$ cat src/rtl/sevenseg_capture.sv
// Seven-segment bus capture: synchronizes digit strobe and segment lines,
// decodes each settled digit to hex and delivers whole frames on valid/ready.
module sevenseg_capture #(
    parameter int NUM_DIGITS    = 4,
    parameter int STABLE_CYCLES = 4
) (
    input  logic                    clk,
    input  logic                    rst,
    input  logic [6:0]              seg_in,
    input  logic [NUM_DIGITS-1:0]   dig_sel,
    output logic                    out_valid,
    input  logic                    out_ready,
    output logic [4*NUM_DIGITS-1:0] digits,
    output logic [NUM_DIGITS-1:0]   digit_err,
    output logic                    overrun
);

    localparam int SW = NUM_DIGITS + 7;
    localparam logic [7:0] CNT_MAX = 8'(STABLE_CYCLES - 1);

    logic [6:0]              seg_m_q, seg_m_d, seg_s_q, seg_s_d;
    logic [NUM_DIGITS-1:0]   dig_m_q, dig_m_d, dig_s_q, dig_s_d;
    logic [SW-1:0]           prev_q, prev_d;
    logic [7:0]              cnt_q, cnt_d;
    logic                    armed_q, armed_d;
    logic [4*NUM_DIGITS-1:0] stage_q, stage_d;
    logic [NUM_DIGITS-1:0]   stage_err_q, stage_err_d;
    logic [NUM_DIGITS-1:0]   mask_q, mask_d;
    logic                    valid_q, valid_d;
    logic [4*NUM_DIGITS-1:0] digits_q, digits_d;
    logic [NUM_DIGITS-1:0]   err_q, err_d;
    logic                    overrun_q, overrun_d;

    logic [SW-1:0] samp;
    logic          stable;
    logic          onehot;
    logic          capture;
    logic          frame_full;
    logic [4:0]    dec;

    // Returns {error, value}; unknown patterns read as 0 with error set.
    function automatic logic [4:0] decode(input logic [6:0] p);
        case (p)
            7'b0111111: decode = 5'h00;
            7'b0000110: decode = 5'h01;
            7'b1011011: decode = 5'h02;
            7'b1001111: decode = 5'h03;
            7'b1100110: decode = 5'h04;
            7'b1101101: decode = 5'h05;
            7'b1111101: decode = 5'h06;
            7'b0000111: decode = 5'h07;
            7'b1111111: decode = 5'h08;
            7'b1101111: decode = 5'h09;
            7'b1110111: decode = 5'h0a;
            7'b1111100: decode = 5'h0b;
            7'b0111001: decode = 5'h0c;
            7'b1011110: decode = 5'h0d;
            7'b1111001: decode = 5'h0e;
            7'b1110001: decode = 5'h0f;
            default:    decode = 5'h10;
        endcase
    endfunction

    always_comb begin
        seg_m_d = seg_in;
        seg_s_d = seg_m_q;
        dig_m_d = dig_sel;
        dig_s_d = dig_m_q;

        samp   = {dig_s_q, seg_s_q};
        stable = (samp == prev_q);
        onehot = (dig_s_q != '0) &&
                 ((dig_s_q & (dig_s_q - NUM_DIGITS'(1))) == '0);
        prev_d = samp;

        cnt_d   = cnt_q;
        armed_d = armed_q;
        if (!stable) begin
            cnt_d   = '0;
            armed_d = 1'b1;
        end else if (cnt_q != CNT_MAX) begin
            cnt_d = cnt_q + 8'd1;
        end

        // One capture per strobe period: armed is re-set only by a change.
        capture = stable && (cnt_d == CNT_MAX) && armed_q && onehot;
        if (capture) begin
            armed_d = 1'b0;
        end

        dec         = decode(seg_s_q);
        frame_full  = &mask_q;
        stage_d     = stage_q;
        stage_err_d = stage_err_q;
        mask_d      = frame_full ? '0 : mask_q;
        for (int i = 0; i < NUM_DIGITS; i++) begin
            if (capture && dig_s_q[i]) begin
                stage_d[4*i +: 4] = dec[3:0];
                stage_err_d[i]    = dec[4];
                mask_d[i]         = 1'b1;
            end
        end

        valid_d   = valid_q;
        digits_d  = digits_q;
        err_d     = err_q;
        overrun_d = 1'b0;
        if (valid_q && out_ready) begin
            valid_d = 1'b0;
        end
        if (frame_full) begin
            if (!valid_q || out_ready) begin
                valid_d  = 1'b1;
                digits_d = stage_q;
                err_d    = stage_err_q;
            end else begin
                overrun_d = 1'b1;
            end
        end
    end

    always_ff @(posedge clk or posedge rst) begin
        if (rst) begin
            seg_m_q     <= '0;
            seg_s_q     <= '0;
            dig_m_q     <= '0;
            dig_s_q     <= '0;
            prev_q      <= '0;
            cnt_q       <= '0;
            armed_q     <= 1'b0;
            stage_q     <= '0;
            stage_err_q <= '0;
            mask_q      <= '0;
            valid_q     <= 1'b0;
            digits_q    <= '0;
            err_q       <= '0;
            overrun_q   <= 1'b0;
        end else begin
            seg_m_q     <= seg_m_d;
            seg_s_q     <= seg_s_d;
            dig_m_q     <= dig_m_d;
            dig_s_q     <= dig_s_d;
            prev_q      <= prev_d;
            cnt_q       <= cnt_d;
            armed_q     <= armed_d;
            stage_q     <= stage_d;
            stage_err_q <= stage_err_d;
            mask_q      <= mask_d;
            valid_q     <= valid_d;
            digits_q    <= digits_d;
            err_q       <= err_d;
            overrun_q   <= overrun_d;
        end
    end

    assign out_valid = valid_q;
    assign digits    = digits_q;
    assign digit_err = err_q;
    assign overrun   = overrun_q;

endmodule

$ cat config.mk
export PLATFORM = sky130hd
export DESIGN_NAME = sevenseg_capture
export DESIGN_NICKNAME = d
export VERILOG_FILES = /design/src/rtl/sevenseg_capture.sv
export SDC_FILE = /design/constraint.sdc
export NUM_CORES = 1
export LEC_CHECK = 0
export CAP_MARGIN = 20
export CORE_AREA = 4 4 86 88
export DETAILED_ROUTE_END_ITERATION = 10
export DIE_AREA = 0 0 90 92
export PLACE_DENSITY = 0.74
export SLEW_MARGIN = 20
export SYNTH_ARGS = -nofsm -noshare
export SYNTH_HDL_FRONTEND = slang
export SYNTH_SLANG_ARGS = --single-unit
$ cat constraint.sdc
create_clock -name clk -period 3.55 [get_ports clk]
set_input_delay 0.355 -clock clk [delete_from_list [all_inputs] [get_ports clk]]
set_output_delay 0.355 -clock clk [all_outputs]
set_load 0.1 [all_outputs]
==> metrics.txt, run 1 <==
DR vias=2,257; later-pin clock latency in the skew report=0.36 ns; Setup Viol. Count Final=0; Final ANT Viol Nets=0; Seq cells post-synth=88; max incr delay on CP=0.50 ns; hold_buf cts=0; drt wl/cell=roughly 16 µm; Mapped Area=3630 µm²; Final Hold Viols=0; top-count cell post-synth=dfrtp_1; share of layout cells above drive strength 1=0.228; part of the cycle the worst path needs=0.667; YS warnings=0; Filler Cell Count=492; Min Clock Period, post-route=2.37 ns; pwr/cell area=453 nW/µm²; vias in the first global route=2,333; Synth Area per Inst=~13 µm²; Finished Layout Cells=405; Hold WC Path Type=in -> async; largest net degree at the start of global routing=35; Async SR Flop Fraction=1.00; Pleak=0.00198 µW; GR Util All Layers=0.168; critical-path cell list=ha_1 -> and3_2 -> o21ai_0 -> a21oi_1 -> nand4_4 -> mux2_2; H-tree Lvls=3; share of the synthesized area in the top cell type=0.606; f_max=422 MHz; PortBufs=35; Pre-antenna DRT Iters=4; Iter 0 DRT Violations=~140; CTS buffer count=9; n_diodes=0; Area Overhead vs Synth=18.6%; multi-input logic area=between 1000 and 1500 µm²; Reg area=2200 µm²; Routability Congestion=approximately 0.87; Root Buffer=clkbuf_8; Clock transition at path regs=0.10 ns; row count=30; gr ovfl total=0; number of gates resized after cts=0; final wirelength=between 6000 and 7000 µm; number of synthesized flops with an enable pin=0; Slew Limit Headroom=0.345; area leader, netlist=dfrtp_1; Clock Skew=0.0163 ns; Crit-path slowest cell=o21ai_0; Crit Path Category=reg -> reg; CTS tree=yes; Synth area leaders=dfrtp_1 (61%), mux2_2 (12%), xor2_1 (4.3%); post-synthesis sequential area ratio=0.606; IO Count=36; Commonest cells post-synth=dfrtp_1 (88), mux2_2 (40), nand2_1 (24); core footprint=between 6000 and 7000 µm²; crit start category=flip-flop; Die X=90 µm; syn_nets=295; max_cap viols=0; Critical Path End Type=flip-flop; Max VDD drop=0.271 mV; setup TNS=0 ns; WP data arrival=2.60 ns; worst slew pin tran=0.979 ns; Post-CTS Setup Bufs=0; Main synth FF type=dfrtp_1; Synth Instances=280; nets=335; antenna violations before repair=0; die height=92 µm; max-slew violation count=0; first-pass GRT wire length=11,100 µm; Vias/cell=5.57; library cells used by synthesis=50; Residual DRC=0; CTS max path bufs=2; status=completed; CP delay by family, top=compound AO/OA/AOI/OAI gates; RSZ-0062 raised after global routing=no; CTS sink cnt=88; die area=8280 µm²; HPWL after DPL=4450 µm; worst path required time=3.78 ns; CP bufs+invs=0; placed cell count=389; Starting Density=0.547; Critical Path Fanout Max=7
## cells in the final DEF, fill, tap and decap left out, drive strengths merged, types with 2 or more instances in the layout
cell	netlist	routed
inv	3	5
nand4	7	7
nor2	12	12
o22ai	2	2
clkdlybuf4s50	0	35
and3	2	2
clkbuf	3	9
dfrtp	88	88
nand2	24	24
nor4	2	2
xnor2	3	3
xor2	18	18
nor2b	2	2
and4	3	3
nand3	9	9
or4	2	2
nor3	7	7
nand2b	7	7
o21ai	9	9
o211ai	2	2
a21oi	7	7
buf	6	3
mux2	40	40
and2	4	4
bufinv	0	3
## sequential cells by signal, indices dropped and copies added (netlist names)
register / count
digits: 16
stage_q: 16
prev_q: 11
cnt_q: 8
seg_m_q: 7
seg_s_q: 7
dig_m_q: 4
dig_s_q: 4
digit_err: 4
mask_q: 4
stage_err_q: 4
armed_q: 1
out_valid: 1
overrun: 1
## metal layers
| layer | global-route usage | wire, µm | share of wire | up-vias |
|---|---|---|---|---|
| met5 | 0 | 0 | 0 | - |
| met4 | 0.0548 | 79 | 0.013 | 0 |
| met3 | 0.0418 | 271 | 0.043 | 7 |
| met2 | 0.274 | 3120 | 0.50 | 42 |
| met1 | 0.221 | 2830 | 0.45 | 1139 |
| li1 | - | - | - | 1069 |
## through the flow
| step | instance area [µm²] | power (µW) | hold WS, ns | worst slack (ns) | util |
|---|---|---|---|---|---|
| after floorplan | 3630 | 1110 | 0.331 | 0.916 | - |
| after global placement | 4060 | 1140 | 0.331 | 1.23 | 0.611 |
| after detailed placement | 4060 | 1140 | 0.335 | 1.20 | 0.611 |
| after CTS | 4310 | 1970 | 0.307 | 1.19 | 0.649 |
| after global routing | 4310 | 2020 | 0.327 | 1.02 | 0.649 |
| final | 4310 | 1950 | 0.295 | 1.18 | 0.649 |
## power breakdown
group	total [µW]	switching (µW)	leakage, µW	internal [µW]
Sequential	1040	22.7	0.00115	1020
Clock	835	360	0.000121	475
Combinational	73.8	40.4	0.000711	33.4
Total	1950	423	0.00198	1530
## cell type report
cell class,instances,share of cell area
repair buffers,38,0.0865
multi-input cells,180,0.319
well taps,80,0.0232
clock inverters,7,0.0287
clock buffers,9,0.0287
flip-flops and latches,88,0.511
inverters,3,0.00290
## path summary, 6_finish.rpt
kind	start	end	slack [ns]	cells after the start
hold / removal	rst	out_valid	0.29	2
hold reg to reg	seg_m_q[2]	seg_s_q[2]	0.35	0
max in group asynchronous	rst	digits[5]	2.51	3
setup / recovery	cnt_q[0]	stage_q[1]	1.18	6
setup reg to reg	cnt_q[0]	stage_q[1]	1.18	6
min in group clk	seg_m_q[2]	seg_s_q[2]	0.35	0
## logic make-up after synthesis
family	count (synthesis)	share of synthesized area
fa+ha+maj	1	0.00344
xor+xnor	21	0.0506
buf+inv	12	0.0155
simple gates	87	0.140
compound gates	30	0.0575
flops	88	0.606
mux	41	0.127
## worst reg2reg max path, delay by kind of cell, from the launching register on
| kind | cells | cell delay, ns |
|---|---|---|
| muxes | 1 | 0.36 |
| and+or+nand+nor | 2 | 0.41 |
| DFF | 1 | 0.46 |
| AOI/OAI and AO/OA | 2 | 0.72 |
| adders and majority gates | 1 | 0.32 |
Power figures use the tool's default switching activity.
==> run 2: changes to the inputs <==
--- a/config.mk
+++ b/config.mk
@@ -6,10 +6,10 @@
 export NUM_CORES = 1
 export LEC_CHECK = 0
 export CAP_MARGIN = 20
-export CORE_AREA = 4 4 86 88
+export CORE_AREA = 4 4 90 92
 export DETAILED_ROUTE_END_ITERATION = 10
-export DIE_AREA = 0 0 90 92
-export PLACE_DENSITY = 0.74
+export DIE_AREA = 0 0 94 96
+export PLACE_DENSITY = 0.71
 export SLEW_MARGIN = 20
 export SYNTH_ARGS = -nofsm -noshare
 export SYNTH_HDL_FRONTEND = slang
==> constraint.sdc (replaced) <==
create_clock -name clk -period 2.05 [get_ports clk]
set_input_delay 0.205 -clock clk [delete_from_list [all_inputs] [get_ports clk]]
set_output_delay 0.205 -clock clk [all_outputs]
set_load 0.1 [all_outputs]
==> metrics.txt, run 2 (same netlist as run 1, synthesis figures left out) <==
FF-to-FF path depth=7 (+1); Root Buffer=clkbuf_8; Critical Path End Type=flip-flop; Filler Cell Count=567 (+15%); Crit-path slowest cell=dfrtp_1; antenna violations before repair=0 (unchanged); most frequent cells in the layout=dfrtp_1 (83), buf_4 (50), mux2_2 (39), nand2_1 (24), xor2_1 (18); Routability Congestion=0.886 (+1.7%); die area=9020 µm² (+9.0%); die height=96 µm (+4.3%); Clock Skew=0.0153 ns (-0.000931 ns); Setup Viol. Count Final=0 (unchanged); placed inst area=4210 µm² (+3.5%); CTS sink cnt=88 (unchanged); Reg area=2210 µm² (+0.28%); Pre-antenna DRT Iters=4 (unchanged); CTS max path bufs=2 (unchanged); status=completed; Final ANT Viol Nets=0 (unchanged); max-slew violation count=0 (unchanged); Vias/cell=5.27 (-5.4%); first-pass GRT wire length=11,200 µm (+1.5%); vias in the first global route=2,353 (+0.86%); total power=3280 µW (+68%); WP depth=7 (+1); setup ws final=0.0467 ns (-1.14 ns); gr ovfl total=0 (unchanged); CP startpoint=cnt_q[0]; CP endpoint=stage_q[5]; WP data arrival=2.24 ns (-0.36 ns); Net Sw Power=743 µW (+75%); CTS buffer count=9 (unchanged); CTS tree=yes; Critical Path Fanout Max=6 (-1); n_diodes=0 (unchanged); PortBufs=35 (unchanged); H-tree Lvls=3 (unchanged); drt wl/cell=15.0 µm (-3.9%); CP delay by family, top=flip-flops; Clock power frac=0.400 (-0.028); hold_buf cts=0 (unchanged); Pleak=0.00214 µW (+8.3%); critical-path cell list=ha_4 -> buf_4 -> nor3_4 -> o21ai_2 -> a21oi_2 -> nand4_4 -> mux2_4; IO Count=36 (unchanged); register share of total power=0.547 (+0.013); crit start category=flip-flop; combinational power share=0.054 (+0.016); Int Power=2530 µW (+66%); pwr/cell area=705 nW/µm² (+56%); row count=31 (+3.3%); Crit Path Category=reg -> reg; setup TNS=0 ns (unchanged); RSZ-0062 raised after global routing=yes; later-pin clock latency in the skew report=0.36 ns (about the same); max_cap viols=0 (unchanged); CP bufs+invs=1 (+1); Hold WC Path Type=in -> reg; Area Overhead vs Synth=27.8%; Clock transition at path regs=0.09 ns (about the same); Slew Limit Headroom=0.541 (+0.196); Die X=94 µm (+4.4%); r2r endpoint=stage_q[5]; HPWL after DPL=4450 µm (about the same); multi-input logic area=1530 µm² (+12%); Final Hold Viols=0 (unchanged); Min Clock Period, post-route=2.00 ns (-0.365 ns); switch share=0.227 (+0.00981); R2R Setup Slk=0.05 ns (-1.14 ns); commonest non-fill, non-tap cell in the layout=dfrtp_1; DR vias=2,372 (+5.1%); largest net degree at the start of global routing=89 (+150%); Starting Density=0.504 (-0.0433); f_max=499 MHz (+18%); Max VDD drop=0.461 mV (+70%); origin of the critical flop-to-flop path=cnt_q[0]; nets=362 (+8.1%); pre-CTS WS=-0.0834 ns (-1.28 ns); core footprint=7210 µm² (+8.6%); share of layout cells above drive strength 1=0.410 (+0.183); GR Util All Layers=0.161 (-0.00639); design area=4640 µm² (+7.7%); part of the cycle the worst path needs=0.977 (+0.310); worst slew pin tran=0.681 ns (-0.299 ns); worst path required time=2.29 ns (-1.49 ns); Iter 0 DRT Violations=115 (-17%); max incr delay on CP=0.45 ns (-0.05 ns); final wirelength=6730 µm (+6.8%); Residual DRC=0 (unchanged)
[run 2: layout make-up]
class / instances / area share
Clock buffer: 9 / 0.0267
Clock inverter: 6 / 0.0199
Inverter: 3 / 0.00323
Multi-Input combinational cell: 180 / 0.330
Sequential cell: 88 / 0.476
Tap cell: 99 / 0.0267
Timing Repair Buffer: 65 / 0.117
[run 2: how the worst min path moves through the flow]
stage               startpoint  slack, ns  cells after the start          to
floorplan           dig_sel[0]       0.24                      0  dig_m_q[0]
global placement    seg_m_q[0]       0.33                      0  seg_s_q[0]
detailed placement  dig_m_q[0]       0.33                      0  dig_s_q[0]
CTS                  seg_in[4]       0.27                      1  seg_m_q[4]
global route         seg_in[1]       0.26                      1  seg_m_q[1]
finish               seg_in[1]       0.28                      1  seg_m_q[1]
[run 2: what timing repair did]
action	4_1_cts	5_1_grt
buffers inserted	2	4
endpoints found under the hold margin	0	0
setup endpoints to repair	20	20
gates resized for setup	7	28
pin swaps	3	12
[run 2: metrics by stage]
step                 util  std cells  hold slack [ns]
floorplan               -        280            0.236
global placement    0.583        429            0.331
detailed placement  0.583        429            0.335
CTS                 0.622        446            0.266
global route        0.644        450            0.263
finish              0.644        450            0.283
[run 2: power groups by stage]
stage | clock [µW] | combinational, µW | sequential, µW
6_report | 1310 | 176 | 1790
5_1_grt | 1420 | 200 | 1800
4_1_cts | 1350 | 170 | 1790
3_5_place_dp | 0 | 167 | 1830
3_3_place_gp | 0 | 167 | 1820
2_1_floorplan | 0 | 102 | 1820
[run 2: worst reg2reg max path, delay by kind of cell (launching register included)]
kind                       cells  cell delay (ns)
DFF                            1             0.45
and+or+nand+nor                2             0.38
AOI/OAI and AO/OA              2             0.37
muxes                          1             0.34
adders and majority gates      1             0.21
buffers and inverters          1             0.14
[run 2: routing by layer]
metal  vias up  GRT usage  routed length [µm]  share of wire
met3        11     0.0375                 245          0.036
li1       1132          -                   -              -
met5         -          0                   0              0
met4         0     0.0698                 123          0.018
met2        46      0.259                3380           0.50
met1      1183      0.210                2990           0.44
==> run 3: changes to the inputs <==
--- a/config.mk
+++ b/config.mk
@@ -6,9 +6,12 @@
 export NUM_CORES = 1
 export LEC_CHECK = 0
 export CAP_MARGIN = 20
-export CORE_AREA = 4 4 90 92
+export CELL_PAD_IN_SITES_DETAIL_PLACEMENT = 1
+export CELL_PAD_IN_SITES_GLOBAL_PLACEMENT = 1
+export CORE_AREA = 4 4 99 101
 export DETAILED_ROUTE_END_ITERATION = 10
-export DIE_AREA = 0 0 94 96
+export DIE_AREA = 0 0 103 105
+export HOLD_SLACK_MARGIN = 0.15
 export PLACE_DENSITY = 0.71
 export SLEW_MARGIN = 20
 export SYNTH_ARGS = -nofsm -noshare
==> metrics.txt, run 3 (same netlist as run 1, synthesis figures left out) <==
status=completed; share of layout cells above drive strength 1=0.395 (-0.0148); Max VDD drop=0.369 mV (-20%); Pre-antenna DRT Iters=4 (unchanged); Final ANT Viol Nets=0 (unchanged); die height=105 µm (+9.4%); pwr/cell area=707 nW/µm² (+0.28%); Residual DRC=0 (unchanged); core footprint=9020 µm² (+25%); multi-input logic area=1500 µm² (-2.0%); Clock Skew=0.00877 ns (-0.00657 ns); switch share=0.229 (+0.00216); Starting Density=0.403 (-0.101); GR Util All Layers=0.155 (-0.00632); Critical Path Fanout Max=7 (+1); H-tree Lvls=3 (unchanged); Min Clock Period, post-route=2.03 ns (+0.0226 ns); n_diodes=0 (unchanged); RSZ-0062 raised after global routing=yes; Finished Layout Cells=465 (+3.3%); Slew Limit Headroom=0.684 (+0.142); Routability Congestion=0.820 (-7.4%); max_cap viols=0 (unchanged); final wirelength=7630 µm (+13%); setup TNS=0 ns (unchanged); Filler Cell Count=939 (+66%); placed inst area=4230 µm² (+0.54%); WP data arrival=2.26 ns (+0.02 ns); Reg area=2200 µm² (-0.17%); Int Power=2540 µW (+0.13%); vias in the first global route=2,630 (+12%); Area Overhead vs Synth=28.0%; antenna violations before repair=0 (unchanged); Root Buffer=clkbuf_8; design area=4650 µm² (+0.13%); crit start category=flip-flop; IO Count=36 (unchanged); gr ovfl total=0 (unchanged); f_max=494 MHz (-1.1%); max-slew violation count=0 (unchanged); CTS max path bufs=2 (unchanged); largest net degree at the start of global routing=89 (unchanged); Die X=103 µm (+9.6%); worst slew pin tran=0.474 ns (-0.207 ns); nets=365 (+0.83%); combinational power share=0.057 (+0.003); CTS buffer count=9 (unchanged); Iter 0 DRT Violations=51 (-56%); Clock power frac=0.399 (about the same); DR vias=2,390 (+0.76%); CTS tree=yes; part of the cycle the worst path needs=0.988 (+0.0110); Clock transition at path regs=0.09 ns (about the same); placed cell count=442 (+3.0%); hold_buf cts=0 (unchanged); later-pin clock latency in the skew report=0.35 ns (about the same); row count=35 (+13%); Critical Path End Type=flip-flop; Net Sw Power=753 µW (+1.4%); die area=10,800 µm² (+20%); first-pass GRT wire length=13,200 µm (+18%); HPWL after DPL=5250 µm (+18%); drt wl/cell=16.4 µm (+9.7%); register share of total power=0.545 (-0.002); commonest non-fill, non-tap cell in the layout=dfrtp_1; Final Hold Viols=0 (unchanged); Hold WC Path Type=in -> reg; Crit Path Category=reg -> reg; CTS sink cnt=88 (unchanged); PortBufs=35 (unchanged); Pleak=0.00216 µW (+0.88%); Setup Viol. Count Final=0 (unchanged); worst path required time=2.28 ns (about the same); Vias/cell=5.14 (-2.5%); most frequent cells in the layout=dfrtp_1 (86), buf_4 (52), mux2_2 (40), nand2_1 (24), xor2_1 (18)
[run 3: changes by cell type in the layout (fill, tap and decap cells not counted), moves of 2 or more]
cell | previous run | this run
buf_4 | 50 | 52
dfrtp_1 | 83 | 86
a21oi_1 | 2 | 6
dfrtp_2 | 5 | 2
a21oi_2 | 4 | 0
[run 3: power groups by stage]
stage / registers (µW) / logic, µW / clock network (µW)
2_1_floorplan: 1820 / 102 / 0
3_3_place_gp: 1830 / 170 / 0
3_5_place_dp: 1830 / 174 / 0
4_1_cts: 1790 / 183 / 1350
5_1_grt: 1800 / 208 / 1420
6_report: 1790 / 186 / 1310
[run 3: worst max-delay path, cell delays in order, from the launching register on]
cell      delay [ns]
dfrtp_2         0.46
or4b_4          0.55
nor3_4          0.22
a311o_1         0.15
and4bb_2        0.27
mux2_2          0.27
[run 3: layout make-up]
cell class,count,share of cell area
multi-input combinational,180,0.323
sequential,88,0.474
timing repair buffer,68,0.123
inverter,3,0.00323
clock inverter,6,0.0199
tap,111,0.0299
clock buffer,9,0.0266
[run 3: path summary, 6_finish.rpt]
| check | start | endpoint | slack [ns] | cells after the start |
|---|---|---|---|---|
| setup / recovery | seg_s_q[3] | stage_err_q[1] | 0.02 | 5 |
| hold / removal | seg_in[5] | seg_m_q[5] | 0.29 | 1 |
| setup reg to reg | seg_s_q[3] | stage_err_q[1] | 0.02 | 5 |
| hold reg to reg | seg_m_q[0] | seg_s_q[0] | 0.35 | 0 |
| max in group asynchronous | rst | seg_s_q[3] | 1.33 | 3 |
| min in group asynchronous | rst | digits[1] | 0.30 | 3 |
[run 3: through the flow]
step / utilization / hold WS, ns / setup slack [ns] / total power (µW)
2_1_floorplan: - / 0.236 / 0.0219 / 1920
3_3_place_gp: 0.469 / 0.333 / -0.100 / 2000
3_5_place_dp: 0.469 / 0.336 / -0.154 / 2000
4_1_cts: 0.505 / 0.265 / 0.00403 / 3330
5_1_grt: 0.515 / 0.263 / -0.0467 / 3430
6_report: 0.515 / 0.290 / 0.0241 / 3290
[run 3: timing repair]
action                     4_1_cts  5_1_grt
resized for setup               14       11
setup buffers                    4        4
pin swaps                        4        3
setup endpoints to repair       21       22
hold endpoints to repair         0        0
[run 3: per-layer routing]
layer,vias up,GRT usage,wire [µm],part of all wire
met1,1224,0.204,3430,0.45
met2,27,0.260,3910,0.51
met4,0,0.0333,79,0.010
met3,9,0.0340,210,0.028
li1,1130,-,-,-
met5,-,0,0,0
==> RTL edit: new RTL, settings of run 2 <==
The output `overrun` loses its register stage (`overrun_q` becomes a continuous assignment).
--- a/src/rtl/sevenseg_capture.sv
+++ b/src/rtl/sevenseg_capture.sv
@@ -135,5 +135,4 @@
             digits_q    <= '0;
             err_q       <= '0;
-            overrun_q   <= 1'b0;
         end else begin
             seg_m_q     <= seg_m_d;
@@ -150,7 +149,8 @@
             digits_q    <= digits_d;
             err_q       <= err_d;
-            overrun_q   <= overrun_d;
         end
     end
+
+    assign overrun_q = overrun_d;
 
     assign out_valid = valid_q;
Function: no difference found for any inputs over 10 cycles, from zero or initial values and one cycle with rst high; that may be too few to reach the edited logic, so the function may still have changed.
==> RTL edit against run 2 <==
- die area unchanged
- sequential cell count down 1
- setup slack better by 0.0074 ns
- via count about the same
- non-clock buffer count up 6
- core utilization down 0.23 points
- wire length up 1.9%
- total power down 6.1%
- count of clock-buffer cells in the layout up 2
- final area down 0.35%
- synthesized area down 0.69%
- critical endpoint is now stage_q[4]
- largest power group unchanged
==> RTL edit: results (changes against run 2) <==
[place]
dp_cells = 433  ; +0.93%
place.gp.congestion = 0.818  ; -7.7%
placedInstanceArea_um2 = 4230  ; +0.65%
dpl_worst_slack_ns = -0.105  ; -0.0221 ns
hpwl_um = 4680  ; +5.1%

[global_route]
gr-usage-met1 = 0.229  ; +0.0181
use_met3 = 0.0383  ; +0.000782
grt_pass1_wl_um = 11700  ; +3.9%
met2_usage = 0.266  ; +0.00651
grt_pass1_vias = 2370  ; +0.72%
grt_start_max_net_pins = 88  ; -1.1%

[cells_and_area]
fillers = 589  ; +3.9%
post-route-util = 0.641  ; -0.00225
clk_share = 0.0419  ; -0.00470
clkbuf_count = 11  ; +2
buffers = 71  ; +9.2%
multi_input_area_share = 0.327  ; -0.00371
seqCellArea_um2 = 2180  ; -1.3%
nets = 367  ; +1.4%

[yosys]
synth_seq_cells = 87  ; -1.1%
synthTopCellsByCount = 87 x dfrtp_1, 40 x mux2_2, 24 x nand2_1
synth_seq_area_share = 0.603  ; -0.00273
syn-num-nets = 294  ; -0.34%

[power]
p_leak_nw = 2.15  ; +0.25%
pwr_density_cell_nw_per_um2 = 664  ; -5.8%
ir_drop_uv = 490  ; +6.4%

[detailed_routing]
drt-vias-per-instance = 5.20  ; -1.4%
wl_per_cell_um = 15.0  ; +0.57%
wl_met2_um = 3350  ; -0.80%
detail_route.iter0.violations = 92  ; -20%
met3WireLength_um = 270  ; +10%
wl_met1_um = 3190  ; +6.8%

[setup_path]
critPathCapture = stage_q[4]
cp_slowest_stage_delay_ns = 0.43  ; -0.02 ns

[clocking]
post_cts.repair.setup_buffers = 4  ; +2
cts_resized = 8  ; +1

[outcome]
outcome = complete, no violations

[sta]
fin_hold_ws_ns = 0.288  ; +0.00474 ns
finalCriticalPeriod_ns = 2.00  ; -0.00741 ns

[RTL edit: worst min-delay path by stage]
stage / start / to / cells past startpoint
final: seg_in[6] / seg_m_q[6] / 1
after CTS: dig_sel[0] / dig_m_q[0] / 1
after detailed placement: dig_m_q[2] / dig_s_q[2] / 0
after global placement: seg_m_q[2] / seg_s_q[2] / 0
after global routing: seg_in[1] / seg_m_q[1] / 1
after floorplan: dig_sel[0] / dig_m_q[0] / 0
[RTL edit: power by group]
group	switching (mW)	leakage [nW]	total, mW	internal (mW)
registers	0.0233	1.13	1.77	1.75
logic	0.101	0.921	0.185	0.0841
clock network	0.604	0.0957	1.12	0.515
[RTL edit: kinds of logic after synthesis]
family	count (synthesis)	synth area share
XOR/XNOR	21	0.0510
multiplexers	41	0.128
AND/OR/NAND/NOR	87	0.141
AO/OA/AOI/OAI	30	0.0579
adder cells (fa/ha/maj)	1	0.00347
flip-flops	87	0.603
buffers and inverters	12	0.0156
